### src/rtl/sr_ff_driver.sv
// rtl/sr_ff_driver.sv - drives legal S/R excitation to an SR flip-flop and checks its Q feedback
module sr_ff_driver #(
  parameter int unsigned CNT_W  = 8,
  parameter logic        INIT_Q = 1'b0
) (
  input  logic             i_clk,
  input  logic             i_rst,
  input  logic             i_tgt_valid,
  input  logic             i_tgt_bit,
  output logic             o_tgt_ready,
  output logic             o_s_out,
  output logic             o_r_out,
  input  logic             i_q_fb,
  output logic             o_cur_q,
  output logic             o_busy,
  output logic             o_err,
  output logic [CNT_W-1:0] o_err_cnt
);

  typedef enum logic [1:0] {
    ST_IDLE  = 2'd0,
    ST_DRIVE = 2'd1,
    ST_WAIT  = 2'd2
  } state_t;

  state_t           r_state;
  state_t           w_next_state;
  logic             r_tgt;
  logic             r_s;
  logic             r_r;
  logic             r_cur_q;
  logic             r_err;
  logic [CNT_W-1:0] r_err_cnt;
  logic             w_accept;

  // A target is only taken in IDLE; ready is masked while reset is asserted.
  assign o_tgt_ready = (r_state == ST_IDLE) && !i_rst;
  assign w_accept    = i_tgt_valid && o_tgt_ready;

  // State register.
  always_ff @(posedge i_clk) begin
    if (i_rst) begin
      r_state <= ST_IDLE;
    end else begin
      r_state <= w_next_state;
    end
  end

  // Next-state logic: one drive cycle, one settle cycle, then back to IDLE.
  always_comb begin
    w_next_state = r_state;
    case (r_state)
      ST_IDLE:  if (w_accept) w_next_state = ST_DRIVE;
      ST_DRIVE: w_next_state = ST_WAIT;
      ST_WAIT:  w_next_state = ST_IDLE;
      default:  w_next_state = ST_IDLE;
    endcase
  end

  // Datapath: latch target, pulse excitation for one cycle, check and resync on Q feedback.
  always_ff @(posedge i_clk) begin
    if (i_rst) begin
      r_tgt     <= 1'b0;
      r_s       <= 1'b0;
      r_r       <= 1'b0;
      r_cur_q   <= INIT_Q;
      r_err     <= 1'b0;
      r_err_cnt <= '0;
    end else begin
      r_err <= 1'b0;
      case (r_state)
        ST_IDLE: begin
          if (w_accept) begin
            r_tgt <= i_tgt_bit;
            // Set only when going 0->1, reset only when going 1->0; S=R=1 cannot arise.
            r_s   <= i_tgt_bit & ~r_cur_q;
            r_r   <= ~i_tgt_bit & r_cur_q;
          end
        end
        ST_DRIVE: begin
          r_s <= 1'b0;
          r_r <= 1'b0;
        end
        ST_WAIT: begin
          r_cur_q <= i_q_fb;
          if (i_q_fb != r_tgt) begin
            r_err <= 1'b1;
            if (r_err_cnt != {CNT_W{1'b1}}) begin
              r_err_cnt <= r_err_cnt + CNT_W'(1);
            end
          end
        end
        default: begin
          r_s <= 1'b0;
          r_r <= 1'b0;
        end
      endcase
    end
  end

  assign o_s_out   = r_s;
  assign o_r_out   = r_r;
  assign o_cur_q   = r_cur_q;
  assign o_busy    = (r_state != ST_IDLE);
  assign o_err     = r_err;
  assign o_err_cnt = r_err_cnt;

endmodule

### config.mk
export PLATFORM = sky130hd
export DESIGN_NAME = sr_ff_driver
export DESIGN_NICKNAME = d
export VERILOG_FILES = /design/src/rtl/sr_ff_driver.sv
export SDC_FILE = /design/constraint.sdc
export NUM_CORES = 1
export LEC_CHECK = 0
export BUFFER_PORTS_ARGS = -buffer_cell sky130_fd_sc_hd__buf_2
export CORE_UTILIZATION = 30
export CTS_BUF_LIST = sky130_fd_sc_hd__clkbuf_4 sky130_fd_sc_hd__clkbuf_8
export DETAILED_ROUTE_END_ITERATION = 10
export GPL_ROUTABILITY_DRIVEN = 0
export SLEW_MARGIN = 20
export SYNTH_ARGS = -nofsm -noshare
export SYNTH_HDL_FRONTEND = slang
export SYNTH_SLANG_ARGS = --single-unit
### constraint.sdc
create_clock -name i_clk -period 1.93 [get_ports i_clk]
set_input_delay 0.0965 -clock i_clk [delete_from_list [all_inputs] [get_ports i_clk]]
set_output_delay 0.0965 -clock i_clk [all_outputs]
set_load 0.005 [all_outputs]
==> flow_summary.json <==
{
  "clock-sinks": 15,
  "seq_area_frac_synth_pct": 46.2,
  "viasPerCell": 4.86,
  "power.density_nw_per_um2": 683,
  "fin_tns_setup_ns": 0,
  "max_cap_violations": 0,
  "syn_area_per_cell_um2": 8.78,
  "seq_area_um2": 300,
  "grt_use_total_pct": 12.5,
  "drcViolationCount": 0,
  "core_area_um2": 2000,
  "multi_input_area_um2": 327,
  "stdcell_area_um2": 822,
  "grt_pass1_vias": 568,
  "maxSlewHeadroom_pct": 67.8,
  "synth-seq-cells": 15,
  "critPathKind": "flop to flop",
  "synth_cell_type_count": 23,
  "antennaDiodeCount": 0,
  "die-area_um2": 2350,
  "worst_pin_slew_ns": 0.481,
  "ys_warn_count": 0,
  "fin_crit_sh_pct": 93.1,
  "syn-num-nets": 80,
  "layout-drive-gt1-share_pct": 28.6,
  "cts_buffer_depth": 2,
  "required_ns": 2.15,
  "peakVddDrop_uv": 268,
  "start_util_pct": 32.4,
  "cts_buffers": 3,
  "insertion_delay_ns": 0.28,
  "fillers": 219,
  "crit_path_end_kind": "flop",
  "syn_inst": 74,
  "skew_ns": 0.00444,
  "antenna_found_initial": 0,
  "grt_max_degree": 16,
  "wl_per_cell_um": 10.6,
  "cts_tree": "yes",
  "async_flop_share_pct": 0,
  "grt_overflow_total": 0,
  "holdPathStages": 3,
  "fmax_mhz": 557,
  "cts_max_level": 1,
  "placed_area_um2": 758,
  "final_common_cell": "buf_2",
  "path_max_fanout": 8,
  "hold_class": "input port to flop",
  "setup_viol": 0,
  "reg2reg_depth": 6,
  "routed_wl_um": 1330,
  "synth_area_um2": 649,
  "drt_iter0_markers": 8,
  "dieHeight_um": 48.5,
  "status": "complete, no violations",
  "cp.arrival_ns": 2.01,
  "clk_pin_slew_ns": 0.09,
  "final_nets": 105,
  "slew_viol_final": 0,
  "final_cell_mix": "buf_2 (18), dfxtp_1 (15), nor2_1 (9), nand2_1 (6), a21oi_1 (6)",
  "hpwl_um": 976,
  "core.rowCount": 16,
  "die_w_um": 48.5,
  "areaGrowthSynthToFinish_pct": 26.6,
  "clock-root-buffer": "clkbuf_4",
  "synth_top_flop_cell": "dfxtp_1",
  "period_needed_ns": 1.80,
  "finalHoldViolations": 0,
  "io-pin-count": 19,
  "drtAntennaViolNets": 0,
  "startpoint_type": "flop",
  "p_leak_nw": 0.377,
  "firstDrtPassIters": 4,
  "vias": 608,
  "port_buffers": 18,
  "synth_edf_count": 0,
  "grt_pass1_wl_um": 2340
}
report_power, final:
group | switching, mW | total (mW) | internal [mW]
Clock | 0.0996 | 0.194 | 0.0941
Sequential | 0.00444 | 0.320 | 0.316
Combinational | 0.0261 | 0.0475 | 0.0215
Total | 0.130 | 0.562 | 0.431
registers in the layout, summed over array words and instances, names as in the netlist:
register   cells
o_err_cnt      8
o_cur_q        1
o_s_out        1
o_r_out        1
o_err          1
r_tgt          1
r_state        2
synthesized netlist by cell type, types with 2 or more instances:
library cell  count  area [µm²]
mux2i_1           4        40.0
nand3_1           5        25.0
or4_1             3        22.5
inv_1             3        11.3
dfxtp_1          15         300
nand2_1           6        22.5
a21oi_1           7        35.0
xor2_1            2        17.5
o31ai_1           2        15.0
nor2_1            9        33.8
o21ai_0           3        15.0
or3_1             3        18.8
nor3b_1           2        15.0
cells by family (layout without fill, tap and decap cells):
| kind of cell | Yosys count | in the layout | synth area share (%) |
|---|---|---|---|
| flip-flops | 15 | 15 | 46.2 |
| AO/OA/AOI/OAI | 14 | 14 | 12.7 |
| adder cells (fa/ha/maj) | 1 | 1 | 1.93 |
| buffers and inverters | 5 | 29 | 4.05 |
| AND/OR/NAND/NOR | 33 | 33 | 26.2 |
| XOR/XNOR | 2 | 2 | 2.70 |
| multiplexers | 4 | 4 | 6.17 |
metrics by stage:
step	instances	utilization [%]	total power, mW	worst slack [ns]	hold slack (ns)
floorplan	74	-	0.355	0.496	0.166
global placement	117	37.9	0.371	0.253	0.377
detailed placement	117	37.9	0.372	0.179	0.377
CTS	121	39.4	0.561	0.179	0.0856
global route	125	41.1	0.586	-0.0134	0.0946
finish	125	41.1	0.562	0.134	0.0833
worst paths after layout:
kind | start | endpoint | slack [ns]
worst min-delay path | i_q_fb | o_cur_q | 0.08
worst min register to register | r_tgt | r_tgt | 0.48
worst max register to register | o_err_cnt[0] | o_err_cnt[5] | 0.13
worst max-delay path | o_err_cnt[0] | o_err_cnt[5] | 0.13
repair_timing:
action	4_1_cts	5_1_grt
resized for setup	0	1
hold buffers	0	0
buffers inserted	0	4
hold endpoints to repair	0	0
setup endpoints to repair	0	6
layout make-up:
type / instances / area share, %
Sequential cell: 15 / 36.5
Inverter: 3 / 1.37
Timing Repair Buffer: 22 / 14.6
Clock buffer: 4 / 3.65
Multi-Input combinational cell: 54 / 39.7
Tap cell: 27 / 4.11
per-layer routing:
| layer | vias up | part of all wire (%) | GRT usage (%) |
|---|---|---|---|
| met5 | - | 0 | 0 |
| met4 | 0 | 1.4 | 6.86 |
| met3 | 2 | 2.8 | 2.52 |
| met2 | 10 | 50 | 20.4 |
| met1 | 285 | 46 | 15.3 |
| li1 | 311 | - | - |
worst max-delay path, cell delays in order, from the launching register on:
cell	delay, ns
dfxtp_1	0.35
ha_1	0.24
nand3_1	0.09
o211ai_1	0.21
buf_4	0.22
or4_1	0.49
a21oi_2	0.14
No activity file was read; power rests on OpenSTA's default activity.
